<file path="src/rtl/mc_pkg.sv">
// Shared encodings for the multi-cycle controller: FSM states, RV32I major
// opcodes, and the next-PC / writeback mux selects.
package mc_pkg;

    typedef enum logic [2:0] {
        ST_FETCH  = 3'd0,
        ST_DECODE = 3'd1,
        ST_EXEC   = 3'd2,
        ST_MEM    = 3'd3,
        ST_WB     = 3'd4,
        ST_TRAP   = 3'd5
    } state_t;

    localparam logic [6:0] OPC_LUI    = 7'b0110111;
    localparam logic [6:0] OPC_AUIPC  = 7'b0010111;
    localparam logic [6:0] OPC_JAL    = 7'b1101111;
    localparam logic [6:0] OPC_JALR   = 7'b1100111;
    localparam logic [6:0] OPC_BRANCH = 7'b1100011;
    localparam logic [6:0] OPC_LOAD   = 7'b0000011;
    localparam logic [6:0] OPC_STORE  = 7'b0100011;
    localparam logic [6:0] OPC_OP_IMM = 7'b0010011;
    localparam logic [6:0] OPC_OP     = 7'b0110011;

    localparam logic [1:0] PC_SEL_PLUS4 = 2'd0;
    localparam logic [1:0] PC_SEL_ALU   = 2'd1;
    localparam logic [1:0] PC_SEL_TRAP  = 2'd2;

    localparam logic [1:0] WB_SEL_ALU   = 2'd0;
    localparam logic [1:0] WB_SEL_LOAD  = 2'd1;
    localparam logic [1:0] WB_SEL_PC4   = 2'd2;

endpackage

</file>
<file path="src/rtl/mc_decode.sv">
// Combinational opcode classification used by the controller FSM and the
// ALU operand selects.
module mc_decode
    import mc_pkg::*;
(
    input  logic [6:0] opcode,
    output logic       legal,
    output logic       is_load,
    output logic       is_store,
    output logic       is_branch,
    output logic       is_jump,
    output logic       uses_imm,
    output logic       uses_pc
);

    always_comb begin
        legal = 1'b1;
        case (opcode)
            OPC_LUI, OPC_AUIPC, OPC_JAL, OPC_JALR, OPC_BRANCH,
            OPC_LOAD, OPC_STORE, OPC_OP_IMM, OPC_OP: legal = 1'b1;
            default:                                 legal = 1'b0;
        endcase
    end

    assign is_load   = (opcode == OPC_LOAD);
    assign is_store  = (opcode == OPC_STORE);
    assign is_branch = (opcode == OPC_BRANCH);
    assign is_jump   = (opcode == OPC_JAL) || (opcode == OPC_JALR);
    assign uses_pc   = (opcode == OPC_AUIPC) || (opcode == OPC_JAL);
    // Everything except register-register ALU ops and compares takes the immediate.
    assign uses_imm  = legal && (opcode != OPC_OP) && (opcode != OPC_BRANCH);

endmodule

</file>
<file path="src/rtl/mc_control.sv">
// Multi-cycle RV32I control FSM (FETCH/DECODE/EXEC/MEM/WB/TRAP).
// Optional retired-instruction counter under MC_CONTROL_INSTRET_EN.
module mc_control
    import mc_pkg::*;
(
    input  logic        clk,
    input  logic        rst_n,
    input  logic [31:0] instr,
    input  logic        mem_ready,
    input  logic        br_taken,
    output logic        mem_req,
    output logic        mem_we,
    output logic        ir_we,
    output logic        pc_we,
    output logic [1:0]  pc_sel,
    output logic        alu_a_sel,
    output logic        alu_b_sel,
    output logic [6:0]  alu_opcode,
    output logic [2:0]  alu_func3,
    output logic        alu_sub,
    output logic        alu_sra,
    output logic        rf_we,
    output logic [1:0]  wb_sel,
    output logic        illegal,
    output logic [2:0]  state
`ifdef MC_CONTROL_INSTRET_EN
    ,
    output logic [31:0] instret
`endif
);

    state_t cur_st, nxt_st;
    logic   boot_q;
    logic   legal, is_load, is_store, is_branch, is_jump, uses_imm, uses_pc;
    logic   unused_instr_bits;

    mc_decode u_decode (
        .opcode    (instr[6:0]),
        .legal     (legal),
        .is_load   (is_load),
        .is_store  (is_store),
        .is_branch (is_branch),
        .is_jump   (is_jump),
        .uses_imm  (uses_imm),
        .uses_pc   (uses_pc)
    );

    assign alu_opcode        = instr[6:0];
    assign alu_func3         = instr[14:12];
    assign alu_sub           = instr[30];
    assign alu_sra           = instr[30];
    assign alu_a_sel         = uses_pc;
    assign alu_b_sel         = uses_imm;
    assign state             = cur_st;
    assign unused_instr_bits = ^{instr[31], instr[29:15]};

    // boot_q holds every strobe low for the first cycle after reset so an
    // access that was in flight at the reset edge is dropped cleanly.
    always_ff @(posedge clk) begin
        if (!rst_n) begin
            cur_st  <= ST_FETCH;
            boot_q  <= 1'b1;
            illegal <= 1'b0;
        end else begin
            cur_st  <= nxt_st;
            boot_q  <= 1'b0;
            if (nxt_st == ST_TRAP) illegal <= 1'b1;
        end
    end

    // Memory handshake: mem_req stays high until mem_ready is seen with it;
    // the access completes in that cycle and mem_ready without mem_req is ignored.
    always_comb begin
        nxt_st  = cur_st;
        mem_req = 1'b0;
        mem_we  = 1'b0;
        ir_we   = 1'b0;
        pc_we   = 1'b0;
        pc_sel  = PC_SEL_PLUS4;
        rf_we   = 1'b0;
        wb_sel  = WB_SEL_ALU;
        case (cur_st)
            ST_FETCH: begin
                if (!boot_q) begin
                    mem_req = 1'b1;
                    if (mem_ready) begin
                        ir_we  = 1'b1;
                        pc_we  = 1'b1;
                        nxt_st = ST_DECODE;
                    end
                end
            end
            ST_DECODE: nxt_st = legal ? ST_EXEC : ST_TRAP;
            ST_EXEC: begin
                if (is_load || is_store) begin
                    nxt_st = ST_MEM;
                end else if (is_branch) begin
                    pc_we  = br_taken;
                    pc_sel = PC_SEL_ALU;
                    nxt_st = ST_FETCH;
                end else begin
                    if (is_jump) begin
                        pc_we  = 1'b1;
                        pc_sel = PC_SEL_ALU;
                    end
                    nxt_st = ST_WB;
                end
            end
            ST_MEM: begin
                mem_req = 1'b1;
                mem_we  = is_store;
                if (mem_ready) nxt_st = is_store ? ST_FETCH : ST_WB;
            end
            ST_WB: begin
                rf_we  = (instr[11:7] != 5'd0);
                wb_sel = is_load ? WB_SEL_LOAD : (is_jump ? WB_SEL_PC4 : WB_SEL_ALU);
                nxt_st = ST_FETCH;
            end
            ST_TRAP: begin
                pc_we  = 1'b1;
                pc_sel = PC_SEL_TRAP;
                nxt_st = ST_FETCH;
            end
            default: nxt_st = ST_FETCH;
        endcase
    end

`ifdef MC_CONTROL_INSTRET_EN
    logic retire;

    assign retire = (cur_st == ST_WB)
                 || (cur_st == ST_MEM && mem_ready && is_store)
                 || (cur_st == ST_EXEC && is_branch);

    always_ff @(posedge clk) begin
        if (!rst_n)      instret <= 32'd0;
        else if (retire) instret <= instret + 32'd1;
    end
`endif

endmodule

</file>
<file path="config.mk">
export PLATFORM = sky130hd
export DESIGN_NAME = mc_control
export DESIGN_NICKNAME = d
export VERILOG_FILES = /design/src/rtl/mc_pkg.sv /design/src/rtl/mc_decode.sv /design/src/rtl/mc_control.sv
export SDC_FILE = /design/constraint.sdc
export NUM_CORES = 1
export LEC_CHECK = 0
export CORE_AREA = 3 3 40 42
export DETAILED_ROUTE_END_ITERATION = 16
export DIE_AREA = 0 0 43 45
export DONT_BUFFER_PORTS = 1
export HOLD_SLACK_MARGIN = 0.06
export SETUP_SLACK_MARGIN = 0.2
export SLEW_MARGIN = 20
export SYNTH_ARGS = -nofsm -noshare
export SYNTH_HDL_FRONTEND = slang
export SYNTH_HIERARCHICAL = 1
export SYNTH_SLANG_ARGS = --single-unit
</file>
<file path="constraint.sdc">
create_clock -name clk -period 3 [get_ports clk]
set_input_delay 0.6 -clock clk [delete_from_list [all_inputs] [get_ports clk]]
set_output_delay 0.6 -clock clk [all_outputs]
set_load 0.02 [all_outputs]
</file>
Word level (Yosys, flattened, before mapping) --
Index checks and enable logic that the tools add are counted.
Storage, ports and cells: latch bits 0, RAM bits 0, register bits after elaboration 5, bits in read-only memories 0, memories kept 0
Operators by class: div/mod/pow operators 0, reduce and logical (&&, ||, !) cells 8, shifts and indexed selects 0, equality and inequality tests 17, $lt $le $gt $ge 0, add/sub/neg operators 0, bitwise logic cells 0, muxes and demuxes 28, multipliers 0
Operators with widths (number):
- 7-bit by 6-bit equality test with 1-bit output, second input constant | 3
- 7-bit equality test, second input constant | 3
- 3-bit 2-to-1 mux | 7
- 7-bit by 5-bit equality test with 1-bit output, second input constant | 2
- 1-bit 2-to-1 mux | 14
- 3-bit one-hot mux with 4 select lines | 1
- 3-bit equality test, second input constant | 3
- 9-bit OR reduction | 1
- 7-bit by 2-bit equality test with 1-bit output, second input constant | 1
- 7-bit by 6-bit != test with 1-bit output, second input constant | 1
- 7-bit != test, second input constant | 1
- 3-bit by 2-bit equality test with 1-bit output, second input constant | 2
- 2-bit 2-to-1 mux | 3
- 5-bit nonzero test | 1
- 2-bit one-hot mux with 2 select lines | 1
- 3-bit by 1-bit equality test with 1-bit output, second input constant | 1
- 3-bit zero test | 1
- 1-bit logical OR | 3
- 1-bit one-hot mux with 3 select lines | 1
- 1-bit logical AND | 2
- 1-bit one-hot mux with 2 select lines | 1

Depth between registers and ports, before layout --
Gate-level depths: netlist (run 1).
depth after elaboration 6, mapped depth 6, depth with buffers taken out 6

By module --
The synthesis (run 1) kept the hierarchy.
By module, submodules not included:
- mc_control | instances 1, seq. area each 100.1 µm², area each 481.7 µm², cells an instance 64
- mc_decode | instances 1, seq. area each 0.0 µm², area each 113.9 µm², cells an instance 19

Least setup slack after synthesis (run 1) --
OpenSTA, ideal clock, no wires.
path kind input to output, from input instr[4], to output pc_we, buffers on the path 0, setup slack 0.404 ns, arrival 1.996 ns, stages 5, required time 2.400 ns, cell sequence and3b_2 -> nor4b_1 -> mux2_2 -> a2bb2oi_1 -> o31ai_2
On the way: elaborated cells between the ends (all ways) 11, classes of those cells 5 x eq/ne; 4 x mux; 2 x reduce/logical
RTL lines:
- from (decl) | RTL line mc_control.sv:8 | input logic [31:0] instr,
- 7-bit equality test | RTL line mc_decode.sv:27 | assign is_branch = (opcode == OPC_BRANCH);
- net is_branch | RTL line mc_control.sv:34 | logic legal, is_load, is_store, is_branch, is_jump, uses_imm, uses_pc;
- 1-bit 2-to-1 mux | RTL line mc_control.sv:97 | end else if (is_branch) begin
- 1-bit 2-to-1 mux | RTL line mc_control.sv:95 | if (is_load || is_store) begin
- 1-bit one-hot mux with 3 select lines | RTL line mc_control.sv:82 | case (cur_st)
- to (decl) | RTL line mc_control.sv:14 | output logic pc_we,
The timed path passes the listed nets, and every way through them passes these cells.

Worst setup path in the final report (run 1) --
Same ends and word-level chain as after synthesis.

==> results.md, run 1 <==
- Comb pwr share: 19.6%
- Status: complete, no violations
- Final slew viol count: 0
- CTS tree: yes
- Die area: 1940 um^2
- Final setup vio count: 0
- H-tree levels: 1
- RSZ-0062 raised after global routing: no
- GPL Wtd Cong: 0.776
- Internal: 137 uW
- Die H: 45 um
- Largest net degree at the start of global routing: 14
- Initial Util: 46.3%
- Clock-pin slew on the worst setup and hold paths: 0.04 ns
- Final instance area: 566 um^2
- Cts-stage hold buffer count: 0
- Switching Fraction: 30.2%
- Synthesized cell area: 596 um^2
- Wirelength, routed: 1280 um
- Fin crit share: 88.4%
- Gr usage total: 13.4%
- Number of port buffers: 0
- Startpoint types: input pin
- Unique cell type count in the Yosys netlist: 29
- Clk pwr share: 39.3%
- Nets: 114
- Fin. Hold Viols: 0
- Per-cell routed wire length: 13.9 um
- P_leak: 0.234 nW
- Fraction of layout cells with a size suffix above 1: 20.8%
- WS Path Type: in -> out
- Antenna violations before repair: 0
- Final Skew: 0.00177 ns
- Io pins: 63
- Global-route wire length before repair: 1970 um
- #FFs+latches synth: 5
- Overflow after GRT: 0
- Placed cell areas: 539 um^2
- Vias per cell: 5.59
- PD cells: 347 nW/um^2
- Cell Rows: 13
- Vias in the first global route: 474
- Maximum buffer depth of the clock tree: 2
- Synthesized net count: 119
- CP endpoint kind: output pin
- Setup_tns: 0 ns
- Sequential power share: 41.0%
- Worst endpoint required time: 2.40 ns
- Residual DRC count: 0
- Syn. warnings: 6
- Mapped Cells: 83
- Seq/Total Area, Yosys: 16.8%
- 1st-iter DRT viols: 4
- Area grow syn2layout: -5.04%
- Minimum clock period: 2.65 ns
- Cts repair resizes: 0
- Root Driver: clkbuf_4
- Core area: 1280 um^2
- Worst-Skew Late Latency: 0.24 ns
- Die Span X: 43 um
- Via count: 514
- Peak supply drop: 0.000184 V
- Final HPWL DP: 988 um
- Final ANT Viol Nets: 0
- Max Clock Freq: 0.377 GHz
- Hold crit path type: in -> reg
- Critical Path AT: 2.05 ns
- Drt pass-1 iters: 5
- CP Max Fanout: 6
- Worst-Margin Slew: 0.671 ns
- Setup Buffers After CTS: 0
- TritonCTS sink count: 5
- Slew HR: 55.2%
- Net Sw Power: 59.3 uW
- Max Cap Viol: 0
- TritonCTS buffer count: 3
- Mean Syn Cell Area: 7.18 um^2
- # diodes: 0
## worst paths after layout
kind | from | endpoint | slack (ns) | depth (start not counted)
min | rst_n | boot_q | 0.45 | 1
max reg2reg | state[1] | illegal | 1.51 | 3
min reg2reg | illegal | illegal | 0.57 | 2
max | instr[4] | pc_we | 0.35 | 7
## power by group through the flow
stage	clock network [mW]	logic [mW]	registers, mW
floorplan	0	0.0615	0.0762
global placement	0	0.0383	0.0817
detailed placement	0	0.0386	0.0816
CTS	0.0813	0.0387	0.0805
global route	0.0858	0.0428	0.0814
finish	0.0771	0.0385	0.0805
## registers in the layout (all words and copies together), names as in the netlist
name     flops
state        3
boot_q       1
illegal      1
## routing by layer
metal  global-route usage [%]  up-vias  part of all wire [%]
met5                        0        -                     0
met4                     4.22        0                     0
met3                     8.76        0                    10
met2                     19.8       24                    43
met1                     16.0      221                    46
li1                         -      269                     -
## synthesized netlist by cell type, drive strengths merged
| cell type | instances | share of area, % |
|---|---|---|
| mux2 | 1 | 1.9 |
| nor4b | 1 | 1.5 |
| nand3b | 1 | 1.3 |
| inv | 5 | 3.2 |
| o2111ai | 1 | 2.5 |
| o21ai | 1 | 0.84 |
| a2bb2oi | 1 | 1.5 |
| dfxtp | 5 | 17 |
| o31ai | 2 | 4.2 |
| nor3b | 4 | 5.0 |
| and3 | 2 | 2.3 |
| buf | 15 | 19 |
| a21oi | 6 | 5.0 |
| o211ai | 1 | 1.3 |
| nand2b | 2 | 2.1 |
| a211oi | 1 | 1.3 |
| nor3 | 3 | 2.5 |
| or3 | 1 | 1.1 |
| nor4 | 3 | 3.2 |
| and3b | 2 | 3.2 |
| nor2 | 10 | 6.3 |
| a32oi | 1 | 1.5 |
| and2b | 1 | 1.3 |
| nand2 | 10 | 6.7 |
| nor2b | 2 | 2.1 |
| o41ai | 1 | 2.7 |
## logic make-up (layout without fill, tap and decap cells)
group / after synthesis / count (layout) / synth area share [%]
AND/OR/NAND/NOR: 42 / 42 / 38.4
flip-flops: 5 / 5 / 16.8
multiplexers: 1 / 1 / 1.89
AO/OA/AOI/OAI: 15 / 15 / 20.8
buffers and inverters: 20 / 14 / 22.1
## layout make-up
cell class,count,area [um^2]
Timing Repair Buffer,5,37.5
Fill cell,143,719
Sequential cell,5,100
Inverter,5,18.8
Tap cell,15,18.8
Clock buffer,4,26.3
Multi-Input combinational cell,58,364
## layout by cell type, fill, tap and decap left out
cell       count
a2bb2oi_1      1
or3_1          1
nor3_1         3
and2b_1        1
nand2_2        1
o41ai_2        1
and3_1         1
nand2b_1       2
dfxtp_1        5
nor4b_1        1
nor2_1        10
and3b_2        1
nand3b_1       1
a211oi_1       1
clkbuf_1       1
a21oi_1        6
o2111ai_2      1
clkbuf_4       3
and3_2         1
and3b_1        1
nor4_1         3
nand2_1        9
o211ai_1       1
buf_4          5
o31ai_2        2
o21ai_0        1
inv_1          5
nor3b_1        4
nor2b_1        2
a32oi_1        1
mux2_2         1
## critical path: stages
cell       delay, ns
and3b_2         0.25
nor4b_1         0.24
buf_4           0.19
mux2_2          0.33
a2bb2oi_1       0.19
o31ai_2         0.07
buf_4           0.18
## metrics by stage
stage / util [%] / instances / hold slack, ns / worst slack, ns / total power [mW]
5_1_grt: 44.0 / 92 / 0.436 / 0.251 / 0.210
4_1_cts: 44.0 / 92 / 0.440 / 0.331 / 0.201
3_5_place_dp: 42.0 / 88 / 0.559 / 0.331 / 0.120
6_report: 44.0 / 92 / 0.446 / 0.348 / 0.196
2_1_floorplan: - / 83 / 0.547 / 0.404 / 0.138
3_3_place_gp: 42.0 / 88 / 0.563 / 0.346 / 0.120
No activity file was read; power rests on OpenSTA's default activity.
==> run 2: changes to the inputs <==
==> constraint.sdc (replaced) <==
create_clock -name clk -period 3 [get_ports clk]
set_input_delay 0.9 -clock clk [delete_from_list [all_inputs] [get_ports clk]]
set_output_delay 0.9 -clock clk [all_outputs]
set_load 0.02 [all_outputs]
==> results.md, run 2 (same netlist as run 1, synthesis figures left out) <==
- Area grow syn2layout: 21.8%
- Slew HR: 56.8%
- PD cells: 282 nW/um^2
- Residual DRC count: 0
- Drt pass-1 iters: 3
- CTS tree: yes
- Initial Util: 46.3%
- Wl on met1: 689 um
- CP startpoint: instr[4]
- Peak supply drop: 0.000226 V
- CP endpoint kind: output pin
- Most common cell after layout, fill and taps aside: buf_4
- Worst-Skew Late Latency: 0.24 ns
- Per-cell routed wire length: 14.5 um
- Cell Rows: 13
- # diodes: 0
- Fin. Hold Viols: 0
- R2r startpoint: state[2]
- TritonCTS sink count: 5
- DP Worst Slack: 0.0462 ns
- Maximum buffer depth of the clock tree: 2
- WL met2: 660 um
- Clock-pin slew on the worst setup and hold paths: 0.04 ns
- Gr usage total: 15.9%
- Cts-stage hold buffer count: 0
- CP Max Fanout: 6
- Max Cap Viol: 0
- Worst-Margin Slew: 0.647 ns
- Startpoint types: input pin
- Core Util, Final: 56.5%
- Critical Path AT: 2.00 ns
- Die area: 1940 um^2
- Io pins: 63
- Max FFs per register: 3
- TritonCTS buffer count: 3
- Worst endpoint required time: 2.10 ns
- Final setup vio count: 0
- WL met3: 105 um
- Design Power: 204 uW
- Number of port buffers: 0
- Via count: 563
- Minimum clock period: 2.90 ns
- Worst setup slack after layout: 0.0997 ns
- Hold crit path type: reg -> reg
- Die H: 45 um
- Final slew viol count: 0
- Status: complete, no violations
- Largest net degree at the start of global routing: 14
- GPL Wtd Cong: 0.699
- 1st-iter DRT viols: 9
- Die Span X: 43 um
- Final Skew: 0.00324 ns
- Fraction of layout cells with a size suffix above 1: 39.5%
- WS Path Type: in -> out
- Max Clock Freq: 0.345 GHz
- Most frequent cells in the layout: buf_4, nor2_1, nand2_1
- Vias in the first global route: 521
- Antenna violations before repair: 0
- Global-route wire length before repair: 2310 um
- Root Driver: clkbuf_4
- Wirelength, routed: 1460 um
- Vias per cell: 5.57
- P_leak: 0.301 nW
- Nets: 123
- Final HPWL DP: 1070 um
- Fin crit share: 96.7%
- H-tree levels: 1
- Setup_tns: 0 ns
- Worst Min Path Start: illegal
- RSZ-0062 raised after global routing: yes
- Final ANT Viol Nets: 0
- Overflow after GRT: 0
- Final hold slack: 0.572 ns
- Top routing layer used: met4
- Core area: 1280 um^2
## run 2: changes by cell type in the layout (fill, tap and decap cells not counted), moves of 2 or more
cell	change
nor3b_2	+2
nor4_1	-2
nor3b_1	-2
buf_4	+8
## run 2: critical path, cell delays in order
cell and delay, ns:
and3b_2 0.25, nor4b_4 0.26, mux2_4 0.34, a2bb2oi_4 0.15
o31ai_4 0.09
## run 2: layout make-up
type,count,area (um^2)
fill,127,559
multi-input combinational,58,453
timing repair buffer,14,109
sequential,5,100
clock buffer,4,26.3
inverter,5,18.8
tap,15,18.8
## run 2: metrics by stage
stage	cells	instance area, um^2
2_1_floorplan	83	636
3_3_place_gp	94	624
3_5_place_dp	94	624
4_1_cts	100	691
5_1_grt	101	726
6_report	101	726
## run 2: power breakdown
part / switching [mW] / leakage [nW] / internal, mW
clock network: 0.0269 / 0.0150 / 0.0502
registers: 0.0111 / 0.0410 / 0.0700
logic: 0.0259 / 0.245 / 0.0202
## run 2: metal layers
layer / global-route usage [%] / vias up
met5: 0 / -
met4: 9.64 / 0
met3: 2.79 / 2
met2: 24.3 / 26
met1: 20.9 / 251
li1: - / 284
## run 2: final timing paths
| check | endpoint | slack [ns] | cells after the start |
|---|---|---|---|
| setup / recovery | pc_we | 0.1 | 5 |
| hold / removal | illegal | 0.57 | 2 |
| setup reg to reg | state[2] | 1.56 | 5 |
| hold reg to reg | illegal | 0.57 | 2 |
## run 2: what timing repair did
action | 4_1_cts | 5_1_grt
cloned | 0 | 0
pin swaps | 2 | 0
setup endpoints to repair | 3 | 5
setup buffers | 2 | 1
resized for setup | 4 | 6
hold endpoints to repair | 0 | 0
==> run 3: changes to the inputs <==
- CTS_BUF_LIST: default -> sky130_fd_sc_hd__clkbuf_2 sky130_fd_sc_hd__clkbuf_4 sky130_fd_sc_hd__clkbuf_8
==> results.md, run 3 (same netlist as run 1, synthesis figures left out) <==
- Wirelength, routed: 1460 um
- Worst-Skew Late Latency: 0.24 ns
- Die Span X: 43 um
- Per-cell routed wire length: 14.4 um
- Cts-stage hold buffer count: 0
- M1 GR Usage: 20.9%
- RSZ-0062 raised after global routing: yes
- Worst-Margin Slew: 0.646 ns
- Fin. Hold Viols: 0
- Final HPWL DP: 1070 um
- Grt met2 use: 24.3%
- Startpoint types: input pin
- H-tree levels: 1
- GRT Max-Usage Layer: met2
- Number of port buffers: 0
- Peak supply drop: 0.000225 V
- Most common cell after layout, fill and taps aside: buf_4
- Final Skew: 0.00320 ns
- Overflow after GRT: 0
- Global-route wire length before repair: 2300 um
- Crit-path max cell delay: 0.34 ns
- PD cells: 292 nW/um^2
- Inst Count DP: 94
- CP endpoint kind: output pin
- Initial Util: 46.3%
- CTS tree: yes
- Hold crit path type: reg -> reg
- Maximum buffer depth of the clock tree: 2
- Residual DRC count: 0
- Non-filler cells, final: 101
- FILL cells: 125
- Core area: 1280 um^2
- Die area: 1940 um^2
- GPL Wtd Cong: 0.699
- Cell Rows: 13
- Area grow syn2layout: 22.5%
- Critical Path AT: 2.00 ns
- Final setup vio count: 0
- Nets: 123
- Met3 GRT Util: 2.79%
- Fraction of layout cells with a size suffix above 1: 40.7%
- TritonCTS sink count: 5
- Vias per cell: 5.65
- Max FFs per register: 3
- Slew HR: 56.8%
- CP Cell Sequence: and3b_2 > nor4b_4 > mux2_4 > a2bb2oi_4 > o31ai_4
- P_leak: 0.305 nW
- Fin crit share: 96.7%
- Gr usage total: 15.6%
- Status: complete, no violations
- TritonCTS buffer count: 3
- Largest net degree at the start of global routing: 14
- Final slew viol count: 0
- Crit path max-delay cell type: mux2_4
- Most frequent cells in the layout: buf_4, nor2_1, nand2_1
- 1st-iter DRT viols: 9
- Placed cell areas: 624 um^2
- Antenna violations before repair: 0
- Drt pass-1 iters: 4
- Via count: 571
- Die H: 45 um
- Worst endpoint required time: 2.10 ns
- Io pins: 63
- Final ANT Viol Nets: 0
- # diodes: 0
- CP Max Fanout: 6
- Root Driver: clkbuf_4
- WS Path Type: in -> out
- Clock-pin slew on the worst setup and hold paths: 0.05 ns
- Final instance area: 729 um^2
- Max Cap Viol: 0
- Minimum clock period: 2.90 ns
- Max Clock Freq: 0.345 GHz
- Vias in the first global route: 521
- Setup_tns: 0 ns
run 3: final timing paths:
check        startpoint  endpoint  slack [ns]  depth (start not counted)
min             illegal   illegal        0.57                          2
min reg2reg     illegal   illegal        0.57                          2
max reg2reg    state[2]  state[2]        1.56                          5
max            instr[4]     pc_we         0.1                          5
run 3: report_power, final:
group,internal (mW),switching (mW),total [mW]
Sequential,0.0700,0.0111,0.0811
Combinational,0.0202,0.0259,0.0461
Clock,0.0592,0.0262,0.0855
Total,0.149,0.0633,0.213
run 3: layer usage:
layer  vias up  share of wire, %
met5         -                 0
met4         0              0.34
met3         2               7.8
met2        29                45
met1       255                47
li1        285                 -
run 3: metrics by stage:
stage	power [mW]	util, %	hold WS [ns]	setup WS, ns
5_1_grt	0.228	56.8	0.587	0.0139
2_1_floorplan	0.141	-	0.547	0.0818
3_3_place_gp	0.124	48.6	0.562	0.0729
3_5_place_dp	0.124	48.6	0.565	0.0462
6_report	0.213	56.8	0.573	0.0997
4_1_cts	0.214	54.0	0.574	0.0926
run 3: area by class of cell:
class / instances / area, um^2 / share of cell area, %
sequential: 5 / 100 / 13.7
inverter: 5 / 18.8 / 2.57
clock buffer: 4 / 30.0 / 4.12
multi-input combinational: 58 / 453 / 62.1
tap: 15 / 18.8 / 2.57
timing repair buffer: 14 / 109 / 14.9
run 3: timing repair:
item	CTS	global route
resized for setup	4	6
pin swaps	2	0
setup buffers	2	1
endpoints found under the setup margin	3	5
run 3: critical path: cells and delay by family:
kind | cells | cell delay, ns
AOI/OAI and AO/OA | 2 | 0.24
muxes | 1 | 0.34
and+or+nand+nor | 2 | 0.51
